--- src/rtl/microarquitetura_keys_pio_pkg.sv ---
// Shared register map, edge encodings and edge-detect helper for the PIO blocks.
package microarquitetura_keys_pio_pkg;

   // Register word offsets on the Avalon-MM slave
   localparam logic [1:0] PIO_DATA    = 2'd0;
   localparam logic [1:0] PIO_RSVD    = 2'd1;
   localparam logic [1:0] PIO_IRQMASK = 2'd2;
   localparam logic [1:0] PIO_EDGECAP = 2'd3;

   // Edge selection for edgecapture
   localparam int EDGE_RISING  = 0;
   localparam int EDGE_FALLING = 1;
   localparam int EDGE_ANY     = 2;

   // True when the transition old_v -> new_v matches the selected edge type
   function automatic logic edge_hit(input logic old_v, input logic new_v, input int edge_type);
      logic hit;
      hit = 1'b0;
      case (edge_type)
         EDGE_RISING:  hit = ~old_v & new_v;
         EDGE_FALLING: hit = old_v & ~new_v;
         default:      hit = old_v ^ new_v;
      endcase
      return hit;
   endfunction

endpackage

--- src/rtl/microarquitetura_debounce_bit.sv ---
// One input bit: two-flop synchroniser, stability counter and debounced flop.
// deb_next_o exposes the value deb will take at the next clock so the parent
// can detect edges on the same clock that deb updates.
module microarquitetura_debounce_bit #(
   parameter int   DEBOUNCE_CYCLES = 50000,
   parameter logic RESET_VAL       = 1'b1
) (
   input  logic clk,
   input  logic reset_n,
   input  logic in_bit,
   output logic deb_o,
   output logic deb_next_o
);

   // A zero-cycle debounce still needs a legal one-bit counter vector
   localparam int CNT_W = (DEBOUNCE_CYCLES > 0) ? $clog2(DEBOUNCE_CYCLES + 1) : 1;
   localparam logic [CNT_W-1:0] CNT_LAST =
      (DEBOUNCE_CYCLES > 0) ? CNT_W'(DEBOUNCE_CYCLES - 1) : '0;

   logic             sync0_q, sync0_d;
   logic             sync1_q, sync1_d;
   logic             deb_q, deb_d;
   logic [CNT_W-1:0] cnt_q, cnt_d;

   // Next-state: accept a change only after it has differed for DEBOUNCE_CYCLES clocks
   always_comb begin
      sync0_d = in_bit;
      sync1_d = sync0_q;
      deb_d   = deb_q;
      cnt_d   = '0;
      if (DEBOUNCE_CYCLES == 0) begin
         deb_d = sync1_q;
      end else if (sync1_q != deb_q) begin
         if (cnt_q == CNT_LAST) begin
            deb_d = sync1_q;
         end else begin
            cnt_d = cnt_q + 1'b1;
         end
      end
   end

   // State registers; reset drops any change that was still being counted
   always_ff @(posedge clk or negedge reset_n) begin
      if (!reset_n) begin
         sync0_q <= RESET_VAL;
         sync1_q <= RESET_VAL;
         deb_q   <= RESET_VAL;
         cnt_q   <= '0;
      end else begin
         sync0_q <= sync0_d;
         sync1_q <= sync1_d;
         deb_q   <= deb_d;
         cnt_q   <= cnt_d;
      end
   end

   assign deb_o      = deb_q;
   assign deb_next_o = deb_d;

endmodule

--- src/rtl/microarquitetura_keys_pio.sv ---
// Avalon-MM input PIO for keys/switches: debounced data, irq mask and
// write-one-to-clear edge capture with a level interrupt.
module microarquitetura_keys_pio
   import microarquitetura_keys_pio_pkg::*;
#(
   parameter int               WIDTH           = 4,
   parameter int               DEBOUNCE_CYCLES = 50000,
   parameter int               EDGE_TYPE       = EDGE_FALLING,
   parameter logic [WIDTH-1:0] IN_RESET_VAL    = '1
) (
   input  logic             clk,
   input  logic             reset_n,
   input  logic [1:0]       address,
   input  logic             chipselect,
   input  logic             read_n,
   input  logic             write_n,
   input  logic [31:0]      writedata,
   input  logic [WIDTH-1:0] in_port,
   output logic [31:0]      readdata,
   output logic             irq
);

   logic [WIDTH-1:0] deb_w, deb_next_w, edge_w, clr_w;
   logic [WIDTH-1:0] irqmask_q, irqmask_d;
   logic [WIDTH-1:0] edgecap_q, edgecap_d;
   logic [31:0]      readdata_q, readdata_d;
   logic             rd_w, wr_w;
   logic [31:0]      unused_wdata;

   // Only the low WIDTH bits of writedata carry register content
   assign unused_wdata = writedata;

   for (genvar i = 0; i < WIDTH; i++) begin : g_bit
      microarquitetura_debounce_bit #(
         .DEBOUNCE_CYCLES (DEBOUNCE_CYCLES),
         .RESET_VAL       (IN_RESET_VAL[i])
      ) u_deb (
         .clk        (clk),
         .reset_n    (reset_n),
         .in_bit     (in_port[i]),
         .deb_o      (deb_w[i]),
         .deb_next_o (deb_next_w[i])
      );
   end

   assign rd_w = chipselect & ~read_n;
   assign wr_w = chipselect & ~write_n;

   // Register next-state: edge set beats a simultaneous software clear; reads see pre-write values
   always_comb begin
      irqmask_d  = irqmask_q;
      readdata_d = readdata_q;
      clr_w      = '0;
      edge_w     = '0;
      for (int i = 0; i < WIDTH; i++) begin
         edge_w[i] = edge_hit(deb_w[i], deb_next_w[i], EDGE_TYPE);
      end
      if (wr_w && address == PIO_IRQMASK) irqmask_d = writedata[WIDTH-1:0];
      if (wr_w && address == PIO_EDGECAP) clr_w = writedata[WIDTH-1:0];
      edgecap_d = (edgecap_q & ~clr_w) | edge_w;
      if (rd_w) begin
         readdata_d = '0;
         case (address)
            PIO_DATA:    readdata_d[WIDTH-1:0] = deb_w;
            PIO_IRQMASK: readdata_d[WIDTH-1:0] = irqmask_q;
            PIO_EDGECAP: readdata_d[WIDTH-1:0] = edgecap_q;
            default:     readdata_d = '0;
         endcase
      end
   end

   // Bus-visible registers
   always_ff @(posedge clk or negedge reset_n) begin
      if (!reset_n) begin
         irqmask_q  <= '0;
         edgecap_q  <= '0;
         readdata_q <= '0;
      end else begin
         irqmask_q  <= irqmask_d;
         edgecap_q  <= edgecap_d;
         readdata_q <= readdata_d;
      end
   end

   assign readdata = readdata_q;
   assign irq      = |(edgecap_q & irqmask_q);

endmodule

--- config.mk ---
export PLATFORM = sky130hd
export DESIGN_NAME = microarquitetura_keys_pio
export DESIGN_NICKNAME = d
export VERILOG_FILES = /design/src/rtl/microarquitetura_keys_pio_pkg.sv /design/src/rtl/microarquitetura_debounce_bit.sv /design/src/rtl/microarquitetura_keys_pio.sv
export SDC_FILE = /design/constraint.sdc
export NUM_CORES = 1
export LEC_CHECK = 0
export BUFFER_PORTS_ARGS = -buffer_cell sky130_fd_sc_hd__buf_2
export CORE_UTILIZATION = 58
export CTS_CLUSTER_SIZE = 8
export DETAILED_ROUTE_END_ITERATION = 8
export GPL_TIMING_DRIVEN = 0
export MAX_ROUTING_LAYER = met4
export PLACE_DENSITY_LB_ADDON = 0.15
export SLEW_MARGIN = 10
export SYNTH_ARGS = -nofsm -noshare
export SYNTH_HDL_FRONTEND = slang
export SYNTH_SLANG_ARGS = --single-unit
--- constraint.sdc ---
create_clock -name clk -period 2.5 [get_ports clk]
set_input_delay 0.25 -clock clk [delete_from_list [all_inputs] [get_ports clk]]
set_output_delay 0.25 -clock clk [all_outputs]
set_load 0.02 [all_outputs]
==> results.py <==
metrics = {
    "setup_path": {
        "cp_slowest_cell": "o41ai_4",
        "critPathMaxFanout": 10,
        "crit_path_start_kind": "flop",
        "crit_chain": "nor4_2, nand3_1, o41ai_4, buf_6, nor2_1",
        "crit_required_ps": 2730,
        "worstPathArrival_ps": 2100,
        "r2r_setup_slack_ps": 630,
        "cpLargestDelayFamily": "compound AO/OA/AOI/OAI gates",
        "cp_num_buf_inv": 1,
        "crit_path_max_incr_delay_ps": 570,
        "critical_path_class": "flop to flop",
        "cp-end-kind": "flop",
    },
    "synthesis": {
        "yosys_register_bits": 88,
        "synth_ff_type": "dfrtp_1",
        "yosysSeqAreaShare_pct": 50.8,
        "synth_top_cell_by_area": "dfrtp_1",
        "synth-edff-count": 0,
        "avgSynthCellArea_um2": 10.4,
        "ys_types": 36,
        "yosys_warnings": 0,
        "netlist_instances": 421,
        "synth.area.top_cells": "dfrtp_1 44%, xnor2_1 9.8%, dfstp_2 7.2%, nor2_1 6.2%, buf_4 4.8%",
        "netlist_area_um2": 4370,
        "ys_top_cells_by_count": "76 x dfrtp_1, 72 x nor2_1, 49 x xnor2_1",
        "yosysMostFrequentCell": "dfrtp_1",
        "synth_top_area_share_pct": 43.5,
        "synth-async-reset-ratio_pct": 100,
    },
    "route": {
        "ant_nets": 0,
        "wire_per_inst_um": 12.7,
        "route.detailed.drc": 0,
        "drt-total-wl_mm": 7.45,
        "drt-initial-drc-count": 115,
        "vias_per_cell": 5.17,
        "dr_total_vias": 3035,
        "firstDrtPassIters": 5,
    },
    "pwr": {
        "p_leak_nw": 2.14,
        "ir_worst_vdd_mv": 0.346,
        "pwr_density_cell_nw_per_um2": 554,
    },
    "timing": {
        "tns_ps": 0,
        "max_freq_ghz": 0.535,
        "finalSetupViolations": 0,
        "max_slew_margin_pct": 65.9,
        "period_share_pct": 74.7,
        "skew_ps": 14.5,
        "slew_violations": 0,
        "worst_pin_slew_ps": 510,
        "whs_ps": 148,
        "hold_viol_final": 0,
        "period_needed_ps": 1870,
        "rsz0062_at_grt": "no",
    },
    "clock_network": {
        "clk_latency_ps": 350,
        "cts_tree": "done",
        "h-tree-depth": 3,
        "cts_root_buffer": "clkbuf_8",
        "postCtsResizedCells": 0,
        "numCtsBuffers": 9,
        "clock_sinks": 88,
        "path_clk_slew_ps": 100,
        "ctsLongestPathBuffers": 2,
    },
    "placement": {
        "hpwl_mm": 5.27,
        "place_congestion": 0.823,
        "io_buffers": 18,
    },
    "global_routing": {
        "grt_max_degree": 58,
        "grt_pass1_wl_mm": 12.7,
        "overflow": 0,
        "antenna_found_initial": 0,
        "grtUsageTotal_pct": 21.9,
        "first_global_vias": 2839,
    },
    "die": {
        "rows": 31,
        "die_x_um": 88.8,
        "start_util_pct": 60.2,
        "coreArea_um2": 7250,
        "io_pins": 76,
        "die-area_um2": 7880,
        "die_h_um": 88.8,
    },
    "cells_and_area": {
        "area_growth_pct": 13.7,
        "layout.nets": 530,
        "diodes": 0,
        "layout-drive-gt1-share_pct": 19.9,
    },
    "run_status": {
        "status": "finished, final reports clean",
    },
    "flow_run": {
        "drv_cap": 0,
    },
    "min_path": {
        "hold_class": "input port to flop",
    },
}
-- cells in the final DEF (no fill, tap or decap), types with 14 or more instances in the layout --
cell     Yosys  layout
dfrtp_1     76      76
nor2_1      72      72
xnor2_1     49      49
buf_4       28      29
conb_1       1      28
nand3_1     25      25
nand2_1     22      22
nor4_1      19      19
buf_2        1      18
inv_1       18      18
nor3_1      17      17
nand4_1     14      14
-- final cells by class --
class / instances / area, um^2
Timing Repair Buffer: 24 / 170
Clock buffer: 9 / 124
Fill cell: 569 / 2290
Multi-Input combinational cell: 309 / 1930
Sequential cell: 88 / 2220
Inverter: 18 / 67.6
Buffer: 33 / 253
Tap cell: 99 / 124
Clock inverter: 7 / 77.6
-- routing by layer --
layer  vias up  GRT usage (%)  part of all wire (%)
met5         -              -                     0
met4         0           7.18                   1.2
met3         9           4.01                   3.8
met2        69           35.6                    49
met1      1441           27.7                    46
li1       1516              -                     -
-- path summary, 6_finish.rpt --
kind	cells after the start	end	start
max	5	g_bit[1].u_deb.cnt_q[13]$_DFF_PN0_	g_bit[1].u_deb.cnt_q[4]$_DFF_PN0_
min	2	irqmask_q[2]$_DFFE_PN0P_	writedata[2]
max reg2reg	5	g_bit[1].u_deb.cnt_q[13]$_DFF_PN0_	g_bit[1].u_deb.cnt_q[4]$_DFF_PN0_
min reg2reg	0	g_bit[2].u_deb.sync1_q$_DFF_PN1_	g_bit[2].u_deb.sync0_q$_DFF_PN1_
max in group asynchronous	3	g_bit[1].u_deb.deb_o$_DFF_PN1_	reset_n
min in group asynchronous	2	g_bit[0].u_deb.cnt_q[12]$_DFF_PN0_	reset_n
-- cells by family (layout without fill, tap and decap cells) --
logic type	after synthesis	in the layout	synth area share (%)
buf+inv	51	91	7.33
mux	12	12	3.09
compound gates	19	19	4.47
other cells	1	28	0.0859
xor+xnor	59	59	11.8
flops	88	88	50.8
fa+ha+maj	4	4	1.15
simple gates	187	187	21.3
-- power by group --
part           internal [mW]  switching [mW]  leakage (nW)
combinational          0.107           0.143         0.889
clock                  0.468           0.522        0.0885
sequential              1.47          0.0362          1.17
-- sequential cells by signal, summed over array words and instances (netlist names) --
register and count:
g_bit.u_deb.sync0_q 4, irqmask_q 4, edgecap_q 4, readdata 4, g_bit.u_deb.cnt_q 64, g_bit.u_deb.sync1_q 4, g_bit.u_deb.deb_o 4
-- through the flow --
step / instances / total power [mW] / setup slack, ps / area, um^2 / utilization (%)
floorplan: 448 / 1.70 / 846 / 4470 / -
global placement: 565 / 1.77 / 428 / 4680 / 64.6
detailed placement: 566 / 1.78 / 607 / 4710 / 65.0
CTS: 587 / 2.79 / 593 / 4960 / 68.4
global route: 587 / 2.88 / 476 / 4960 / 68.4
finish: 587 / 2.75 / 632 / 4960 / 68.4
-- worst reg2reg max path, delay by kind of cell, from the launching register on --
family                 cells  cell delay, ps
AO/OA/AOI/OAI              1             570
buffers and inverters      1             220
AND/OR/NAND/NOR            3             480
flip-flops                 1             490
-- repair_timing --
action / 4_1_cts / 5_1_grt
buffers inserted: 0 / 0
hold buffers: 5 / 0
hold endpoints to repair: 34 / 0
Power figures use the tool's default switching activity.
